**config.mk**
```make
export PLATFORM = sky130hd
export DESIGN_NAME = res_readback
export DESIGN_NICKNAME = d
export VERILOG_FILES = /design/src/rtl/res_readback.sv
export SDC_FILE = /design/constraint.sdc
export NUM_CORES = 1
export LEC_CHECK = 0
export CAP_MARGIN = 20
export CELL_PAD_IN_SITES_DETAIL_PLACEMENT = 0
export CELL_PAD_IN_SITES_GLOBAL_PLACEMENT = 1
export CORE_MARGIN = 3
export CORE_UTILIZATION = 38
export DETAILED_ROUTE_END_ITERATION = 7
export HOLD_SLACK_MARGIN = 0.1
export PLACE_DENSITY_LB_ADDON = 0.3
export SLEW_MARGIN = 40
export SYNTH_ARGS = -nofsm -noshare
export SYNTH_HDL_FRONTEND = slang
export SYNTH_SLANG_ARGS = --single-unit
```
**constraint.sdc**
```tcl
create_clock -name clk -period 4.2 [get_ports clk]
set_input_delay 0.84 -clock clk [delete_from_list [all_inputs] [get_ports clk]]
set_output_delay 0.84 -clock clk [all_outputs]
set_load 0.05 [all_outputs]
```
**src/rtl/res_readback.sv**
```systemverilog
// res_readback: streams pooling results out of the four result RAMs.
// Each beat packs one address's bytes as {res_q0, res_q1, res_q2, res_q3}.
// Reads run ahead of the consumer into a 2-entry skid FIFO, so a consumer that
// is always ready receives one word per cycle.
// Optional feature: define READBACK_CHECKSUM_EN to add a 16-bit byte-sum
// checksum of all delivered beats on output port csum.
module res_readback #(
    parameter int ADDR_W  = 11,
    parameter int LEN_W   = 12,
    parameter int RAM_LAT = 1
) (
    input  logic              clk,
    input  logic              reset,
    input  logic              start,
    input  logic [ADDR_W-1:0] base_addr,
    input  logic [LEN_W-1:0]  length,
    output logic              res_rd_en,
    output logic [ADDR_W-1:0] res_addr,
    input  logic [7:0]        res_q0,
    input  logic [7:0]        res_q1,
    input  logic [7:0]        res_q2,
    input  logic [7:0]        res_q3,
    output logic [31:0]       dout,
    output logic              dout_valid,
    input  logic              dout_ready,
    output logic              busy,
    output logic              done
`ifdef READBACK_CHECKSUM_EN
    ,
    output logic [15:0]       csum
`endif
);

    // The capture logic assumes read data lands exactly one cycle after the strobe.
    if (RAM_LAT != 1) begin : g_lat_check
        $error("res_readback: only RAM_LAT == 1 is supported");
    end

    typedef enum logic [1:0] {
        S_IDLE  = 2'd0,
        S_FETCH = 2'd1,
        S_DRAIN = 2'd2,
        S_DONE  = 2'd3
    } state_e;

    state_e            state_q, state_d;
    logic [ADDR_W-1:0] addr_q, addr_d;
    logic [LEN_W-1:0]  remaining_q, remaining_d;
    logic              inflight_q, inflight_d;
    logic [1:0]        count_q, count_d;
    logic              rd_ptr_q, rd_ptr_d;
    logic              wr_ptr_q, wr_ptr_d;
    logic [31:0]       fifo_q [2];
    logic [31:0]       fifo_d [2];

    logic              push;
    logic              pop;
    logic              start_ok;
    logic [2:0]        occupancy;

    // Handshake terms and the read-issue window.
    always_comb begin
        dout_valid = (count_q != 2'd0);
        push       = inflight_q;
        pop        = dout_valid && dout_ready;
        start_ok   = start && ((state_q == S_IDLE) || (state_q == S_DONE));
        occupancy  = 3'(count_q) + 3'(inflight_q) - 3'(pop);
        res_rd_en  = (state_q == S_FETCH) && (remaining_q != '0) && (occupancy < 3'd2);
        res_addr   = addr_q;
        dout       = dout_valid ? fifo_q[rd_ptr_q] : 32'h0;
        busy       = (state_q == S_FETCH) || (state_q == S_DRAIN);
        done       = (state_q == S_DONE);
    end

    // Next-state, address/length bookkeeping and FIFO pointer updates.
    always_comb begin
        // NOTE: every *_d takes its hold value first, so no branch below can leave one unassigned and infer a latch.
        state_d     = state_q;
        addr_d      = addr_q;
        remaining_d = remaining_q;
        rd_ptr_d    = rd_ptr_q;
        wr_ptr_d    = wr_ptr_q;
        fifo_d      = fifo_q;
        inflight_d  = res_rd_en;

        if (push) begin
            fifo_d[wr_ptr_q] = {res_q0, res_q1, res_q2, res_q3};
            wr_ptr_d         = ~wr_ptr_q;
        end
        if (pop) begin
            rd_ptr_d = ~rd_ptr_q;
        end
        count_d = count_q + 2'(push) - 2'(pop);

        if (res_rd_en) begin
            addr_d      = addr_q + 1'b1;
            remaining_d = remaining_q - 1'b1;
        end

        case (state_q)
            S_IDLE, S_DONE: begin
                if (start_ok) begin
                    if (length != '0) begin
                        addr_d      = base_addr;
                        remaining_d = length;
                        state_d     = S_FETCH;
                    end else begin
                        state_d = S_DONE;
                    end
                end
            end
            S_FETCH: begin
                if (res_rd_en && (remaining_q == LEN_W'(1))) begin
                    state_d = S_DRAIN;
                end
            end
            S_DRAIN: begin
                // Look at next-cycle occupancy so done rises right after the last accept.
                if ((count_d == 2'd0) && !inflight_d) begin
                    state_d = S_DONE;
                end
            end
            default: state_d = S_IDLE;
        endcase
    end

    // Control registers with synchronous reset.
    always_ff @(posedge clk) begin
        // NOTE: sequential state uses <= so every flop samples the pre-edge value of its neighbours.
        if (reset) begin
            state_q     <= S_IDLE;
            addr_q      <= '0;
            remaining_q <= '0;
            inflight_q  <= 1'b0;
            count_q     <= 2'd0;
            rd_ptr_q    <= 1'b0;
            wr_ptr_q    <= 1'b0;
        end else begin
            state_q     <= state_d;
            addr_q      <= addr_d;
            remaining_q <= remaining_d;
            inflight_q  <= inflight_d;
            count_q     <= count_d;
            rd_ptr_q    <= rd_ptr_d;
            wr_ptr_q    <= wr_ptr_d;
        end
    end

    // FIFO storage.
    always_ff @(posedge clk) begin
        // NOTE: storage is not reset; dout is gated by dout_valid, so stale entries are never visible.
        fifo_q <= fifo_d;
    end

`ifdef READBACK_CHECKSUM_EN
    logic [15:0] csum_q, csum_d;

    // Running byte-sum of every accepted beat, cleared when a readback starts.
    always_comb begin
        csum_d = csum_q;
        if (start_ok) begin
            csum_d = 16'h0;
        end else if (pop) begin
            csum_d = csum_q + 16'(dout[31:24]) + 16'(dout[23:16])
                            + 16'(dout[15:8])  + 16'(dout[7:0]);
        end
    end

    // Checksum register.
    always_ff @(posedge clk) begin
        if (reset) begin
            csum_q <= 16'h0;
        end else begin
            csum_q <= csum_d;
        end
    end

    assign csum = csum_q;
`endif

endmodule

```
==> metrics.txt, run 1 <==
status=complete, no violations; number of synthesized flops with an enable pin=64; # IOs=around 110; Fin Setup TNS=0 ps; Synth Area in XOR/XNOR=4.42%; clock skew=7.45 ps; global-route wire length before repair=between 10 and 15 mm; wirelength, routed=a little under 9 mm; Initial Utilization=around 40%; # resized after CTS=0; root buffer cell=clkbuf_8; upper clock frequency limit=roughly 250 MHz; Syn Nets=between 400 and 500; Clock transition at path regs=~100 ps; Layout Nets=about 530; post-synthesis simple-gate area fraction=14.1%; max-slew violations=0; crit path max fanout=2; mux contribution to synthesized area=under 10%; gr ovfl total=0; Die Ht=about 110 µm; IO buf count=~110; initial antenna violation count=0; Crit path largest cell delay=around 480 ps; main combinational cell family by area after synthesis=simple AND/OR/NAND/NOR gates; Cell Rows=37; clock sink total=94; RSZ-0062 raised after global routing=no; initial drt markers=roughly 160; Final Hold Fails=0; CTS Hold Bufs=0; IR Drop Worst-Case VDD=0.377 mV; Clock Tree Buf Depth=2; Hold WC Path Type=flop to flop; Mapped Cells=347; Vias/cell=~5; final worst-path cycle share=95.8%; Skew-Pair Late Insertion Delay=approximately 350 ps; H-tree lvl count=3; post-CTS setup buffers=0; Pwr Density=roughly 660 mW/mm²; Yosys reg bits=94; via count=approximately 3000; number of CTS-inserted buffers=9; Crit Path Class=input pin to output pin; highest-count cells in the layout ignoring fill and taps=clkdlybuf4s50_1 (104), nor2_1 (64), edfxtp_1 (64); area of the mapped netlist=between 0.004 and 0.005 mm²; gpl congestion=0.839; Netlist cell types=39; syn_area_per_cell=12.0 µm²; Synth Flop Type=edfxtp_1; Slew headroom=49.2%; most common cell after layout, fill and taps aside=clkdlybuf4s50_1; CTS tree=built; vias in the first global route=a little under 3000; synth warn=0; Non-Filler Instances=600; sequential share of the synthesized area=between 60% and 70%; Placement Cell Area=between 0.005 and 0.006 mm²; Tmin final=around 4000 ps; crit-path cells=clkdlybuf4s50_1 -> and2_1 -> ha_1 -> inv_1 -> ha_1 -> inv_1 -> fa_1 -> xnor2_1 -> nand3_1 -> or2_0 -> inv_2 -> buf_12; drt first pass iters=4; Power Total=roughly 3.7 mW; dpl cells=just under 600; post-synthesis compound-gate area fraction=roughly 6.2%; overall routing resource usage=between 10% and 20%; drt drc=0; Worst setup SP type=input pin; WL per Instance=approximately 15 µm; leakage power=1.88 nW; Fillers=between 900 and 1000; largest net degree at the start of global routing=33; Die Wd=approximately 110 µm; P&R area growth vs syn=35.4%; CP arrival=3180 ps; adder-cell share of the synthesized area=3.49%; Finished Cell Area=roughly 0.0056 mm²; Slew @ Worst Pin=~760 ps; # diodes=0; Final ANT Viol Nets=0; Setup crit end kind=output pin; CP max-delay cell=clkdlybuf4s50_1; Detailed Place HPWL=about 6.3 mm; FFs w/ async S/R, synth=0%; worst endpoint required time=3360 ps; layout cells sized above 1=under 10%; core footprint=approximately 0.010 mm²; Max-cap violations=0; Setup-failing EPs final=0; Die ar.=around 0.012 mm²
-- cells by family (layout without fill, tap and decap cells) --
family                     count (synthesis)  after routing
and+or+nand+nor                          123            123
DFF                                       94             94
xor gates and xnor gates                  21             21
buffers and inverters                     31            148
muxes                                     34             34
adders and majority gates                 11             11
AOI/OAI and AO/OA                         33             33
-- worst paths after layout --
path	from	to	slack, ps	cells after the start
min	remaining_q[6]	remaining_q[6]	520	2
max	dout_ready	res_rd_en	180	12
max reg2reg	count_q[1]	state_q[1]	1130	14
min reg2reg	remaining_q[6]	remaining_q[6]	520	2
-- Yosys cell counts (all sizes together) (2+ instances only) --
cell    number  area share, %
nor4         8            1.2
buf          4           0.42
nor3         7           0.84
a211oi      15            2.7
and2         3           0.45
edfxtp      64             46
dfxtp       30             14
nor2b        2           0.30
mux2         2           0.54
ha          10            3.0
nand2       12            1.1
inv         14            1.3
nand4        4           0.60
nand3        7           0.84
clkbuf      13            1.2
or3          4           0.63
nor4b        2           0.42
nand2b       3           0.45
a21oi        3           0.36
o21ai        7           0.84
mux2i       32            7.7
a311oi       4           0.84
xnor2       21            4.4
nor2        65            5.9
-- metrics by stage --
| stage | setup slack [ps] | util (%) | hold WS, ps |
|---|---|---|---|
| finish | 177 | 53.8 | 520 |
| global placement | 193 | 51.9 | 478 |
| floorplan | 483 | - | 460 |
| CTS | 160 | 53.8 | 512 |
| detailed placement | 192 | 52.0 | 496 |
| global route | 51.9 | 53.8 | 557 |
-- routing by layer --
metal  global-route usage [%]  routed length [µm]
met3                     3.12                 438
met1                     18.0                3960
met4                     5.99                 125
met5                        0                   0
met2                     24.5                4280
-- final cells by class --
class                      count  area, µm²  area share (%)
sequential                    94       2520            44.8
inverter                      14       52.6           0.933
timing repair buffer         118       1170            20.7
clock buffer                   9        124            2.20
clock inverter                 7       66.3            1.18
tap                          136        170            3.02
multi-input combinational    222       1530            27.1
-- worst max-delay path, delay by kind of cell --
family / cells / cell delay, ps
buffers and inverters: 5 / 830
adders and majority gates: 3 / 740
and+or+nand+nor: 3 / 570
xor gates and xnor gates: 1 / 210
-- where the power goes --
part	total [mW]	internal (mW)	switching [mW]
combinational	1.79	0.690	1.10
sequential	1.36	1.20	0.156
clock	0.563	0.229	0.335
total	3.71	2.12	1.59
-- state kept, by name, summed over array words and instances, names as in the netlist --
| name | cells |
|---|---|
| fifo_q | 64 |
| state_q | 2 |
| remaining_q | 12 |
| inflight_q | 1 |
| wr_ptr_q | 1 |
| rd_ptr_q | 1 |
| count_q | 2 |
| res_addr | 11 |
No activity file was read; power rests on OpenSTA's default activity.
==> run 2: changes to the inputs <==
--- a/config.mk
+++ b/config.mk
@@ -9,8 +9,9 @@
 export CELL_PAD_IN_SITES_DETAIL_PLACEMENT = 0
 export CELL_PAD_IN_SITES_GLOBAL_PLACEMENT = 1
 export CORE_MARGIN = 3
-export CORE_UTILIZATION = 38
+export CORE_UTILIZATION = 42
 export DETAILED_ROUTE_END_ITERATION = 7
+export DONT_BUFFER_PORTS = 1
 export HOLD_SLACK_MARGIN = 0.1
 export PLACE_DENSITY_LB_ADDON = 0.3
 export SLEW_MARGIN = 40
==> run 2 against run 1 <==
Against the previous run: sequential power up 13%; cell area down 18%; largest cell class unchanged; sequential cell count unchanged; highest routed layer unchanged; first-iteration DRC count down 15%; setup slack better by 230 ps; via count down 14%; combinational power down 27%; global-route usage up 0.34 points.
==> metrics.txt, run 2 (synthesized netlist as in run 1, its figures left out) <==
status=complete, no violations; # diodes=0; Setup WS pre-CTS=about 400 ps; worst endpoint required time=~3400 ps; Initial Utilization=44.2%; Largest Register=fifo_q; overall routing resource usage=between 10% and 20%; via count=approximately 2600; met2 WL=3.78 mm; root buffer cell=clkbuf_8; IR Drop Worst-Case VDD=between 0.3 and 0.4 mV; NetSw=1.56 mW; Tmin final=between 3000 and 4000 ps; vias in the first global route=~2600; Final Hold Fails=0; gpl congestion=about 0.8; highest-count cells in the layout ignoring fill and taps=edfxtp_1 (64), nor2_1 (41), mux2i_1 (32); crit path max fanout=6; Flop pwr share=between 40% and 50%; Clk pwr share=approximately a fifth; Multi-input gate area=about 0.0016 mm²; H-tree lvl count=3; Clock transition at path regs=about 100 ps; clock sink total=94; P&R area growth vs syn=11.3%; Worst setup SP type=flop; Setup crit end kind=output pin; clock skew=between 10 and 15 ps; WL per Instance=approximately 17 µm; Hold Path Depth=2; CP arrival=around 3000 ps; Detail Route met3 WL=around 630 µm; Clock Tree Buf Depth=2; Skew-Pair Late Insertion Delay=350 ps; Cell Rows=35; top sig layer=met4; drt drc=0; gr ovfl total=0; CTS Hold Bufs=0; initial drt markers=about 130; Fin Setup TNS=0 ps; switching share of power=44.1%; Placement Cell Area=between 0.004 and 0.005 mm²; combinational power share=a little under two fifths; Pint=between 1.5 and 2 mW; IO buf count=0; core footprint=approximately 0.0094 mm²; Fillers=854; largest net degree at the start of global routing=34; Slew headroom=between 40% and 50%; layout cells sized above 1=15.9%; Hold WC Path Type=flop to flop; initial antenna violation count=0; Slew @ Worst Pin=a little under 900 ps; area occupied by registers=roughly 0.0025 mm²; r2r setup slk=around 1100 ps; number of CTS-inserted buffers=9; Reg2Reg Depth=14; Crit Path Class=flop to output pin; reg2reg start=count_q[1]; Non-Filler Instances=around 480; Worst Slack Setup Final=between 400 and 500 ps; Final ANT Viol Nets=0; Die Ht=roughly 110 µm; global-route wire length before repair=13.2 mm; # IOs=about 110; final worst-path cycle share=about nine tenths; Vias/cell=around 5.3; Pwr Density=763 mW/mm²; Max-cap violations=0; max FFs per register=64; Finished Cell Area=0.00463 mm²; Reg2Reg Capture Point=state_q[0]; max-slew violations=0; Power Total=3.53 mW; Detailed Place HPWL=roughly 5.7 mm; upper clock frequency limit=about 260 MHz; Routed met1 length=approximately 3.5 mm; most common cell after layout, fill and taps aside=edfxtp_1; CTS tree=built; Die ar.=0.0111 mm²; drt first pass iters=4; Worst Hold End=remaining_q[6]; leakage power=approximately 1.5 nW; Setup-failing EPs final=0; Layout Nets=around 420; wirelength, routed=slightly above 8 mm; dpl cells=466; RSZ-0062 raised after global routing=no; hold_sp=remaining_q[6]; Die Wd=around 110 µm
## run 2: area by class of cell
cell class              instances  share of cell area (%)
flip-flops and latches         94                    54.6
well taps                     129                    3.49
multi-input cells             222                    34.3
clock buffers                   9                    2.68
clock inverters                 7                    2.35
repair buffers                  7                    1.46
inverters                      14                    1.19
## run 2: metrics by stage
stage	utilization, %	hold WS [ps]
6_report	49.2	517
5_1_grt	49.2	526
4_1_cts	48.8	502
3_5_place_dp	46.3	488
3_3_place_gp	45.7	468
2_1_floorplan	-	460
## run 2: what timing repair did
item	CTS	global route
gates resized for setup	0	2
buffers inserted	0	0
setup endpoints to repair	0	1
## run 2: worst max path at each step
stage,from,endpoint,slack (ps),cells after the start
2_1_floorplan,count_q[1],res_rd_en,480,13
3_3_place_gp,dout_ready,res_rd_en,460,10
3_5_place_dp,dout_ready,res_rd_en,400,10
4_1_cts,count_q[1],res_rd_en,240,12
5_1_grt,count_q[1],res_rd_en,80,12
6_report,count_q[1],res_rd_en,410,12
## run 2: metal layers
metal / GRT usage (%) / vias up
met3: 4.78 / 16
met2: 23.1 / 90
li1: - / 1251
met5: 0 / -
met1: 19.1 / 1209
met4: 6.20 / 0
## run 2: critical path, stage by stage (launching register included)
cell     delay, ps
dfxtp_1        360
nor2_2         130
inv_1           60
and2_1         180
ha_1           270
inv_1           60
ha_1           130
inv_1           40
fa_1           370
xnor2_1        280
nand3_1        150
or2_1          370
inv_4          220
## run 2: power by group through the flow
stage	registers (mW)	clock network (mW)	logic [mW]
3_3_place_gp	1.56	0	1.24
6_report	1.54	0.679	1.31
4_1_cts	1.54	0.702	1.30
3_5_place_dp	1.57	0	1.29
2_1_floorplan	1.46	0	1.13
5_1_grt	1.57	0.735	1.44
